**src/rtl/router_pkg.sv**
```systemverilog
// Shared constants for the 1x3 router: destination addresses, port count
// and the default stall timeout used by the sync stage.
package router_pkg;

  localparam logic [1:0] ADDR_0   = 2'd0;
  localparam logic [1:0] ADDR_1   = 2'd1;
  localparam logic [1:0] ADDR_2   = 2'd2;
  localparam logic [1:0] ADDR_INV = 2'd3;

  localparam int DEFAULT_TIMEOUT = 30;
  localparam int NUM_PORTS       = 3;

endpackage

```
**src/rtl/router_sync_timer.sv**
```systemverilog
// Per-port stall timer: pulses soft_reset for one cycle once a destination
// has left valid data unread for TIMEOUT consecutive edges.
module router_sync_timer
  import router_pkg::*;
#(
  parameter int TIMEOUT = DEFAULT_TIMEOUT
) (
  input  logic clock,
  input  logic reset,
  input  logic vld_out,
  input  logic read_enb,
  output logic soft_reset
);

  localparam int              CNT_W = $clog2(TIMEOUT);
  localparam logic [CNT_W-1:0] LAST = CNT_W'(TIMEOUT - 1);

  logic [CNT_W-1:0] cnt_q, cnt_d;
  logic             soft_reset_q, soft_reset_d;

  // A read on the expiry edge wins over the pulse and restarts the count.
  always_comb begin
    cnt_d        = cnt_q + CNT_W'(1);
    soft_reset_d = 1'b0;
    if (!vld_out || read_enb) begin
      cnt_d = '0;
    end else if (cnt_q == LAST) begin
      cnt_d        = '0;
      soft_reset_d = 1'b1;
    end
  end

  always_ff @(posedge clock) begin
    if (reset) begin
      cnt_q        <= '0;
      soft_reset_q <= 1'b0;
    end else begin
      cnt_q        <= cnt_d;
      soft_reset_q <= soft_reset_d;
    end
  end

  assign soft_reset = soft_reset_q;

endmodule

```
**src/rtl/router_sync.sv**
```systemverilog
// Glue between router_fsm and the three output FIFOs: latches the packet
// destination, steers write strobes and full flags, and times out stalls.
module router_sync
  import router_pkg::*;
#(
  parameter int TIMEOUT = DEFAULT_TIMEOUT
) (
  input  logic       clock,
  input  logic       reset,
  input  logic       detect_add,
  input  logic [1:0] data_in,
  input  logic       write_enb_reg,
  input  logic       read_enb_0,
  input  logic       read_enb_1,
  input  logic       read_enb_2,
  input  logic       empty_0,
  input  logic       empty_1,
  input  logic       empty_2,
  input  logic       full_0,
  input  logic       full_1,
  input  logic       full_2,
  output logic [2:0] write_enb,
  output logic       fifo_full,
  output logic       vld_out_0,
  output logic       vld_out_1,
  output logic       vld_out_2,
  output logic       soft_reset_0,
  output logic       soft_reset_1,
  output logic       soft_reset_2
);

  logic [1:0]           addr_q, addr_d;
  logic [1:0]           sel;
  logic [NUM_PORTS-1:0] vld, rd, sr;

  always_comb begin
    addr_d = addr_q;
    if (detect_add) addr_d = data_in;
  end

  always_ff @(posedge clock) begin
    if (reset) addr_q <= ADDR_0;
    else       addr_q <= addr_d;
  end

  // The FSM checks fullness while still decoding the header, so the live
  // address is used ahead of the latched one.
  always_comb begin
    sel       = detect_add ? data_in : addr_q;
    fifo_full = 1'b0;
    case (sel)
      ADDR_0:  fifo_full = full_0;
      ADDR_1:  fifo_full = full_1;
      ADDR_2:  fifo_full = full_2;
      default: fifo_full = 1'b0;
    endcase
  end

  always_comb begin
    write_enb = 3'b000;
    if (write_enb_reg) begin
      case (addr_q)
        ADDR_0:  write_enb = 3'b001;
        ADDR_1:  write_enb = 3'b010;
        ADDR_2:  write_enb = 3'b100;
        default: write_enb = 3'b000;
      endcase
    end
  end

  assign vld       = {~empty_2, ~empty_1, ~empty_0};
  assign rd        = {read_enb_2, read_enb_1, read_enb_0};
  assign vld_out_0 = vld[0];
  assign vld_out_1 = vld[1];
  assign vld_out_2 = vld[2];

  for (genvar i = 0; i < NUM_PORTS; i++) begin : g_timer
    router_sync_timer #(.TIMEOUT(TIMEOUT)) u_timer (
      .clock      (clock),
      .reset      (reset),
      .vld_out    (vld[i]),
      .read_enb   (rd[i]),
      .soft_reset (sr[i])
    );
  end

  assign soft_reset_0 = sr[0];
  assign soft_reset_1 = sr[1];
  assign soft_reset_2 = sr[2];

endmodule
```
**config.mk**
```make
export PLATFORM = sky130hd
export DESIGN_NAME = router_sync
export DESIGN_NICKNAME = d
export VERILOG_FILES = /design/src/rtl/router_pkg.sv /design/src/rtl/router_sync_timer.sv /design/src/rtl/router_sync.sv
export SDC_FILE = /design/constraint.sdc
export NUM_CORES = 1
export LEC_CHECK = 0
export ABC_AREA = 1
export CORE_UTILIZATION = 50
export CTS_CLUSTER_DIAMETER = 100
export DETAILED_ROUTE_END_ITERATION = 16
export PLACE_DENSITY = 0.82
export SLEW_MARGIN = 10
export SYNTH_ARGS = -nofsm -noshare
export SYNTH_HDL_FRONTEND = slang
export SYNTH_SLANG_ARGS = --single-unit
```
**constraint.sdc**
```tcl
create_clock -name clock -period 2.7 [get_ports clock]
set_input_delay 0.27 -clock clock [delete_from_list [all_inputs] [get_ports clock]]
set_output_delay 0.27 -clock clock [all_outputs]
set_load 0.005 [all_outputs]
```
==> run_results.csv, run 1 <==
group,metric,value,unit
floorplan,die_w,44.9,µm
clock_tree,numCtsBuffers,3,
clock_tree,clk_latency,310,ps
grt,grt_pass1_wl,2650,µm
grt,top_usage_layer,"met2",
clock_tree,cts_tree,"done",
outcome,outcome,"finished, final reports clean",
placed_design,gp_congestion,0.706,
logic_synthesis,ys_ff_latch,20,
floorplan,core_area,0.00173,mm²
worst_setup_path,worstPathArrival,1690,ps
logic_synthesis,synthCells,130,
clock_tree,hold_buffers,0,
clock_tree,clock_path_buffers,2,
logic_synthesis,netlist-cell-type-count,13,
grt,grt.total_usage,0.183,
placed_design,dpl.cell_count,179,
logic_synthesis,synth_area_per_cell,7.06,µm²
floorplan,dieArea,0.00201,mm²
route,first_iter_violations,7,
worst_setup_path,crit_family,"buffers and inverters",
worst_setup_path,critPathKind,"in2out",
sta,rsz0062_at_grt,"no",
grt,grt_max_degree,13,
worst_setup_path,crit_slowest_cell,"clkdlybuf4s50_1",
worst_setup_path,crit_buf_inv,3,
logic_synthesis,synth_common_cells,"27 x nor2_1, 25 x nand2_1, 24 x inv_1, 20 x dfxtp_1, 10 x nand3_1",
power,p_per_area,490,mW/mm²
clock_tree,post_cts_buffers,0,
logic_synthesis,syn_nets,151,
logic_synthesis,yosysMostFrequentCell,"nor2_1",
placed_design,dp_hpwl,1280,µm
floorplan,start_util,0.532,
worst_setup_path,crit_chain,"clkdlybuf4s50_1 -> nand2_1 -> inv_1 -> nor2_1 -> nand3_1 -> nand2_1 -> clkdlybuf4s50_1",
placed_design,io_buffers,24,
worst_setup_path,crit_path_end_kind,"primary output",
sta,finalCritPeriodShare,0.724,
finish,antenna_cells,0,
logic_synthesis,yosysWarnings,0,
route,wl_per_cell,9.00,µm
logic_synthesis,syn_area,918,µm²
floorplan,io_pins,25,
sta,relSlewSlack,0.872,
route,drt-pass1-iter-count,4,
clock_tree,cts_resized,0,
worst_setup_path,slowest_delay,490,ps
logic_synthesis,synth_edf_count,0,
min_path,hold_class,"reg2reg",
grt,grt_pass1_vias,707,
route,wl,1650,µm
grt,grt_use_met1,0.209,
finish,synthToLayoutAreaGrowth,35.3,%
logic_synthesis,synth_top_area_share,0.436,
finish,fin_cells,183,
sta,period_minus_slack,1960,ps
job,maxCapViolations,0,
logic_synthesis,yosysSeqAreaShare,0.436,
sta,fmax,511,MHz
route,vias,821,
sta,fin_skew,1.18,ps
sta,finalHoldViolCount,0,
finish,layout-drive-gt1-share,0.0443,
finish,finalNetCount,180,
logic_synthesis,synth_area_leaders,"dfxtp_1 44%, nor2_1 11%, nand2_1 10%",
logic_synthesis,async_flop_share,0,
sta,tns,0,ps
worst_setup_path,cp_max_fo,6,
grt,gr-usage-met3,0.0440,
clock_tree,cts-root-buf,"clkbuf_4",
logic_synthesis,ys.flop_type,"dfxtp_1",
floorplan,dieHeight,44.9,µm
grt,met2_usage,0.309,
floorplan,rows,15,
route,drc,0,
clock_tree,clkSinkCount,20,
grt,grt_antenna_before_repair,0,
clock_tree,clk_pin_slew,110,ps
logic_synthesis,yosysTopAreaCell,"dfxtp_1",
clock_tree,h-tree-depth,1,
power,cellLeakagePower,0.000559,µW
route,drt-vias-per-instance,4.49,
sta,worst_pin_slew,191,ps
power,ir_drop,352,µV
worst_setup_path,required,2430,ps
sta,setup_viol,0,
grt,overflow,0,
worst_setup_path,start_kind,"input port",
sta,drv_slew,0,
route,ant_nets,0,
==> registers in the layout (all words and copies together) (netlist names) <==
| register | count |
|---|---|
| g_timer.u_timer.cnt_q | 15 |
| g_timer.u_timer.soft_reset | 3 |
| addr_q | 2 |
==> metal layers <==
metal | vias up | wire (µm) | part of all wire
met5 | - | 0 | 0
li1 | 450 | - | -
met4 | 0 | 42 | 0.026
met2 | 23 | 701 | 0.43
met3 | 5 | 95 | 0.058
met1 | 343 | 808 | 0.49
==> cells in the final DEF (no fill, tap or decap), drive strengths merged <==
cell type	netlist	layout
clkbuf	0	3
nand3	10	10
nor3	6	6
inv	25	25
a21oi	1	1
xnor2	3	3
nand2	25	25
nor2	29	29
clkdlybuf4s50	0	24
bufinv	0	1
dfxtp	20	20
nand4	4	4
o21ai	1	1
ha	6	6
==> report_power, final <==
part / total, µW / internal, µW / switching, µW
logic: 61.2 / 37.4 / 23.8
clock network: 244 / 150 / 94.2
registers: 303 / 299 / 4.12
total: 609 / 487 / 122
==> through the flow <==
stage / utilization / worst slack [ps] / hold slack [ps] / power, µW / area, µm²
after floorplan: - / 1740 / 342 / 332 / 918
after global placement: 0.689 / 793 / 450 / 370 / 1190
after detailed placement: 0.689 / 758 / 460 / 371 / 1190
after CTS: 0.720 / 751 / 487 / 615 / 1240
after global routing: 0.720 / 647 / 500 / 633 / 1240
final: 0.720 / 744 / 490 / 609 / 1240
==> path summary, 6_finish.rpt <==
| path | slack, ps | from | cells after the start | end |
|---|---|---|---|---|
| setup / recovery | 740 | detect_add | 7 | fifo_full |
| hold / removal | 490 | g_timer[0].u_timer.cnt_q[0]$_SDFF_PP0_ | 1 | g_timer[0].u_timer.cnt_q[0]$_SDFF_PP0_ |
| setup reg to reg | 1610 | g_timer[0].u_timer.cnt_q[1]$_SDFF_PP0_ | 7 | g_timer[0].u_timer.cnt_q[3]$_SDFF_PP0_ |
| hold reg to reg | 490 | g_timer[0].u_timer.cnt_q[0]$_SDFF_PP0_ | 1 | g_timer[0].u_timer.cnt_q[0]$_SDFF_PP0_ |
==> area by class of cell <==
cell class / count / area (µm²)
fillers: 136 / 484
multi-input cells: 85 / 424
flip-flops and latches: 20 / 400
repair buffers: 24 / 240
inverters: 25 / 93.8
well taps: 25 / 31.3
clock inverters: 1 / 30.0
clock buffers: 3 / 22.5
==> cells by family (layout without fill, tap and decap cells) <==
group                      count (synthesis)  after routing  synth area share
AOI/OAI and AO/OA                          2              2            0.0109
xor gates and xnor gates                   3              3            0.0286
adders and majority gates                  6              6            0.0817
buffers and inverters                     25             53             0.102
DFF                                       20             20             0.436
and+or+nand+nor                           74             74             0.341
(Power assumes the default switching activity.)
==> run 2, diff against run 1 <==
--- a/config.mk
+++ b/config.mk
@@ -6,10 +6,10 @@
 export NUM_CORES = 1
 export LEC_CHECK = 0
 export ABC_AREA = 1
-export CORE_UTILIZATION = 50
+export CORE_UTILIZATION = 42
 export CTS_CLUSTER_DIAMETER = 100
 export DETAILED_ROUTE_END_ITERATION = 16
-export PLACE_DENSITY = 0.82
+export PLACE_DENSITY = 0.74
 export SLEW_MARGIN = 10
 export SYNTH_ARGS = -nofsm -noshare
 export SYNTH_HDL_FRONTEND = slang
==> constraint.sdc (replaced) <==
create_clock -name clock -period 1.6 [get_ports clock]
set_input_delay 0.16 -clock clock [delete_from_list [all_inputs] [get_ports clock]]
set_output_delay 0.16 -clock clock [all_outputs]
set_load 0.005 [all_outputs]
==> run_results.csv, run 2 (synthesized netlist as in run 1, its figures left out) <==
group,metric,value,unit
sta,finalCritPeriodShare,0.946,
floorplan,dieHeight,48.8,µm
finish,layout-drive-gt1-share,0.0870,
route,drc,0,
clock_tree,hold_buffers,0,
floorplan,start_util,0.459,
clock_tree,numCtsBuffers,3,
sta,worst_pin_slew,209,ps
worst_setup_path,r2r-start,"g_timer[0].u_timer.cnt_q[1]$_SDFF_PP0_",
worst_setup_path,critPathKind,"reg2out",
job,maxCapViolations,0,
finish,regMostFlops,"g_timer.u_timer.cnt_q",
finish,antenna_cells,0,
route,vias,855,
floorplan,dieArea,0.00238,mm²
floorplan,io_pins,25,
placed_design,dp_hpwl,1410,µm
route,first_iter_violations,4,
sta,relSlewSlack,0.861,
worst_setup_path,crit_path_end_kind,"primary output",
clock_tree,h-tree-depth,1,
floorplan,die_w,48.8,µm
grt,grt_pass1_wl,3050,µm
grt,overflow,0,
min_path,hold_class,"in2reg",
clock_tree,clkSinkCount,20,
clock_tree,cts_tree,"done",
route,wl_per_cell,9.51,µm
route,drt-pass1-iter-count,4,
power,cellLeakagePower,0.000579,µW
power,p_per_area,727,mW/mm²
worst_setup_path,reg2reg_to,"g_timer[0].u_timer.cnt_q[3]$_SDFF_PP0_",
worst_setup_path,critPathLaunch,"addr_q[1]$_SDFF_PP0_",
worst_setup_path,crit_family,"buffers and inverters",
sta,setup_viol,0,
worst_setup_path,ff2ff_setup_slack,520,ps
sta,drv_slew,0,
outcome,outcome,"finished, final reports clean",
sta,fin_skew,2.74,ps
worst_setup_path,cp_max_fo,3,
grt,grt_pass1_vias,806,
finish,largest_register_ffs,15,
worst_setup_path,crit_buf_inv,2,
floorplan,core_area,0.00200,mm²
route,wl,1790,µm
clock_tree,clk_pin_slew,100,ps
finish,finalNetCount,183,
finish,synthToLayoutAreaGrowth,36.5,%
power,ir_drop,579,µV
sta,finalHoldViolCount,0,
placed_design,io_buffers,24,
finish,layout_commonest_cell,"nor2_1",
placed_design,gp_congestion,0.756,
power,power.total,911,µW
worst_setup_path,cp.depth,3,
grt,grt.total_usage,0.169,
grt,grt_max_degree,12,
worst_setup_path,worstPathArrival,1350,ps
worst_setup_path,reg2reg_depth,7,
grt,grt_antenna_before_repair,0,
clock_tree,cts-root-buf,"clkbuf_4",
sta,fmax,661,MHz
worst_setup_path,start_kind,"flop",
worst_setup_path,cp-endpoint,"write_enb[2]",
clock_tree,clk_latency,300,ps
worst_setup_path,slowest_delay,510,ps
worst_setup_path,crit_slowest_cell,"clkdlybuf4s50_1",
worst_setup_path,required,1440,ps
worst_setup_path,crit_chain,"inv_2 -> nor3_2 -> clkdlybuf4s50_1",
route,drt-vias-per-instance,4.55,
placed_design,place_ws,-159,ps
sta,period_minus_slack,1510,ps
route,ant_nets,0,
finish,final_cell_mix,"27 x nor2_1, 25 x nand2_1, 23 x inv_1, 20 x clkdlybuf4s50_1, 18 x dfxtp_1",
sta,fin_ws,86.4,ps
sta,rsz0062_at_grt,"no",
clock_tree,clock_path_buffers,2,
floorplan,rows,16,
## run 2: cell count changes in the layout (fill, tap and decap cells not counted), sizes merged
cell           previous run  this run
clkdlybuf4s50            24        20
dlygate4sd2               0         4
buf                       0         3
bufinv                    1         0
clkbuf                    3         4
## run 2: stage by stage
stage	utilization	hold slack, ps	instance area [µm²]	cells	TNS (ps)
2_1_floorplan	-	232	918	130	0
3_3_place_gp	0.603	449	1210	183	-83.9
3_5_place_dp	0.603	462	1210	183	-159
4_1_cts	0.624	420	1250	188	0
5_1_grt	0.626	414	1250	188	0
6_report	0.626	422	1250	188	0
## run 2: report_power, final
part / internal, µW / switching (µW)
Sequential: 505 / 7.49
Clock: 139 / 151
Combinational: 64.3 / 43.7
Total: 709 / 202
## run 2: layout make-up
class | instances | area (µm²)
Tap cell | 27 | 33.8
Clock buffer | 4 | 36.3
Inverter | 25 | 93.8
Timing Repair Buffer | 27 | 258
Multi-Input combinational cell | 85 | 429
Sequential cell | 20 | 403
Fill cell | 191 | 748
## run 2: layer usage
metal / track usage / wire length [µm] / vias to the layer above
li1: - / - / 459
met1: 0.157 / 718 / 367
met2: 0.329 / 922 / 25
met3: 0.0503 / 108 / 4
met4: 0.0833 / 38 / 0
met5: 0 / 0 / -
## run 2: repair_timing
action                                  4_1_cts  5_1_grt
cloned                                        0        0
pin swaps                                     1        0
gates resized for setup                       8        1
buffers inserted                              1        0
endpoints found under the setup margin        3        1
## run 2: how the worst min path moves through the flow
stage          slack (ps)                                   start                                       end  cells past startpoint
2_1_floorplan         230                                   reset                      addr_q[0]$_SDFF_PP0_                      1
3_3_place_gp          450  g_timer[1].u_timer.cnt_q[0]$_SDFF_PP0_    g_timer[1].u_timer.cnt_q[0]$_SDFF_PP0_                      1
3_5_place_dp          460  g_timer[0].u_timer.cnt_q[0]$_SDFF_PP0_    g_timer[0].u_timer.cnt_q[0]$_SDFF_PP0_                      1
4_1_cts               420                              read_enb_2  g_timer[2].u_timer.soft_reset$_SDFF_PP0_                      2
5_1_grt               410                              read_enb_2  g_timer[2].u_timer.soft_reset$_SDFF_PP0_                      2
6_report              420                              read_enb_2  g_timer[2].u_timer.soft_reset$_SDFF_PP0_                      2
==> run 3, diff against run 2 <==
--- a/config.mk
+++ b/config.mk
@@ -6,10 +6,14 @@
 export NUM_CORES = 1
 export LEC_CHECK = 0
 export ABC_AREA = 1
-export CORE_UTILIZATION = 42
+export CELL_PAD_IN_SITES_DETAIL_PLACEMENT = 1
+export CELL_PAD_IN_SITES_GLOBAL_PLACEMENT = 2
+export CORE_UTILIZATION = 24
+export CTS_BUF_LIST = sky130_fd_sc_hd__clkbuf_8
 export CTS_CLUSTER_DIAMETER = 100
 export DETAILED_ROUTE_END_ITERATION = 16
-export PLACE_DENSITY = 0.74
+export PLACE_DENSITY_LB_ADDON = 0.1
+export RECOVER_POWER = 50
 export SLEW_MARGIN = 10
 export SYNTH_ARGS = -nofsm -noshare
 export SYNTH_HDL_FRONTEND = slang
==> run_results.csv, run 3 (synthesized netlist as in run 1, its figures left out) <==
group,metric,value,unit
finish,layout_commonest_cell,"nor2_1",
clock_tree,hold_buffers,0,
clock_tree,clk_latency,250,ps
sta,setup_viol,0,
finish,fin_util,0.352,
finish,nFillCells,458,
clock_tree,cts-root-buf,"clkbuf_8",
floorplan,io_pins,25,
route,first_iter_violations,23,
placed_design,io_buffers,24,
worst_setup_path,start_kind,"flop",
finish,largest_register_ffs,15,
sta,rsz0062_at_grt,"no",
clock_tree,clkSinkCount,20,
route,vias,865,
sta,relSlewSlack,0.870,
worst_setup_path,cp_max_fo,4,
route,drc,0,
route,highest_layer,"met4",
finish,synthToLayoutAreaGrowth,40.2,%
worst_setup_path,crit_path_end_kind,"primary output",
grt,overflow,0,
sta,timing.hold.ws,466,ps
outcome,outcome,"finished, final reports clean",
clock_tree,clock_path_buffers,2,
finish,fin_cells,209,
sta,finalHoldViolCount,0,
sta,fin_ws,83.2,ps
grt,grt_pass1_vias,922,
worst_setup_path,reg2reg_depth,7,
placed_design,dp_hpwl,1590,µm
min_path,whs_path_depth,1,
power,ir_drop,460,µV
worst_setup_path,required,1440,ps
route,wl_per_cell,9.52,µm
route,drt-pass1-iter-count,3,
finish,finalNetCount,184,
sta,fmax,659,MHz
floorplan,start_util,0.251,
grt,grt_max_degree,11,
route,drt-vias-per-instance,4.14,
sta,fin_skew,1.96,ps
floorplan,core_area,0.00366,mm²
worst_setup_path,critPathKind,"reg2out",
floorplan,dieArea,0.00408,mm²
floorplan,rows,22,
route,wl_met3,57,µm
floorplan,die_w,63.9,µm
clock_tree,clk_pin_slew,70,ps
clock_tree,h-tree-depth,1,
power,cellLeakagePower,0.000576,µW
sta,finalCritPeriodShare,0.948,
route,wl,1990,µm
worst_setup_path,worstPathArrival,1360,ps
sta,worst_pin_slew,194,ps
power,p_per_area,734,mW/mm²
floorplan,dieHeight,63.9,µm
worst_setup_path,ff2ff_setup_slack,500,ps
job,maxCapViolations,0,
finish,layout-drive-gt1-share,0.0683,
placed_design,dpl.cell_count,204,
finish,antenna_cells,0,
finish,regMostFlops,"g_timer.u_timer.cnt_q",
route,drt-met1-wl,962,µm
grt,grt.total_usage,0.110,
placed_design,place_ws,-137,ps
clock_tree,numCtsBuffers,3,
grt,grt_pass1_wl,3570,µm
min_path,hold_class,"reg2reg",
grt,grt_antenna_before_repair,0,
placed_design,gp_congestion,0.735,
finish,final_cell_mix,"28 x nor2_1, 25 x nand2_1, 24 x inv_1, 20 x clkdlybuf4s50_1, 18 x dfxtp_1",
route,ant_nets,0,
power,power.total,945,µW
route,wl_met2,949,µm
clock_tree,cts_tree,"done",
sta,drv_slew,0,
sta,period_minus_slack,1520,ps
run 3: cell types whose count changed in the layout (fill, tap and decap cells not counted), sizes merged:
cell	change
dlygate4sd2	-2
dlygate4sd3	+2
clkbuf	-1
buf	+1
run 3: worst paths after layout:
kind                                          start                                     end
min reg2reg  g_timer[0].u_timer.cnt_q[0]$_SDFF_PP0_  g_timer[0].u_timer.cnt_q[0]$_SDFF_PP0_
max                            addr_q[0]$_SDFF_PP0_                            write_enb[1]
max reg2reg  g_timer[1].u_timer.cnt_q[1]$_SDFF_PP0_  g_timer[1].u_timer.cnt_q[3]$_SDFF_PP0_
min          g_timer[0].u_timer.cnt_q[0]$_SDFF_PP0_  g_timer[0].u_timer.cnt_q[0]$_SDFF_PP0_
run 3: power breakdown:
part           internal (µW)  total, µW  leakage [µW]  switching [µW]
logic                   67.6        112      0.000392            44.1
registers                505        513      0.000163            7.04
clock network            167        321     0.0000216             154
run 3: per-stage QoR:
stage | instance area [µm²] | setup TNS [ps]
after global placement | 1230 | -112
after CTS | 1290 | 0
final | 1290 | 0
after global routing | 1290 | 0
after detailed placement | 1230 | -137
after floorplan | 918 | 0
run 3: layout make-up:
type	instances	area (µm²)	area share
timing repair buffer	28	268	0.208
multi-input combinational	85	422	0.328
tap	48	60.1	0.0466
clock buffer	3	41.3	0.0321
sequential	20	403	0.313
inverter	25	93.8	0.0729
run 3: repair_timing:
action	in CTS	in global routing
cloned	0	0
endpoints found under the setup margin	1	1
pin swaps	1	0
resized for setup	4	1
buffers inserted	2	0
run 3: layer usage:
metal,track usage,vias up
li1,-,457
met1,0.122,390
met3,0.0214,3
met5,0,-
met4,0.0426,0
met2,0.203,15
run 3: worst max-delay path, stage by stage (launching register included):
cell and delay (ps):
dfxtp_2 350, inv_1 60, nor3_1 170, clkdlybuf4s50_1 530
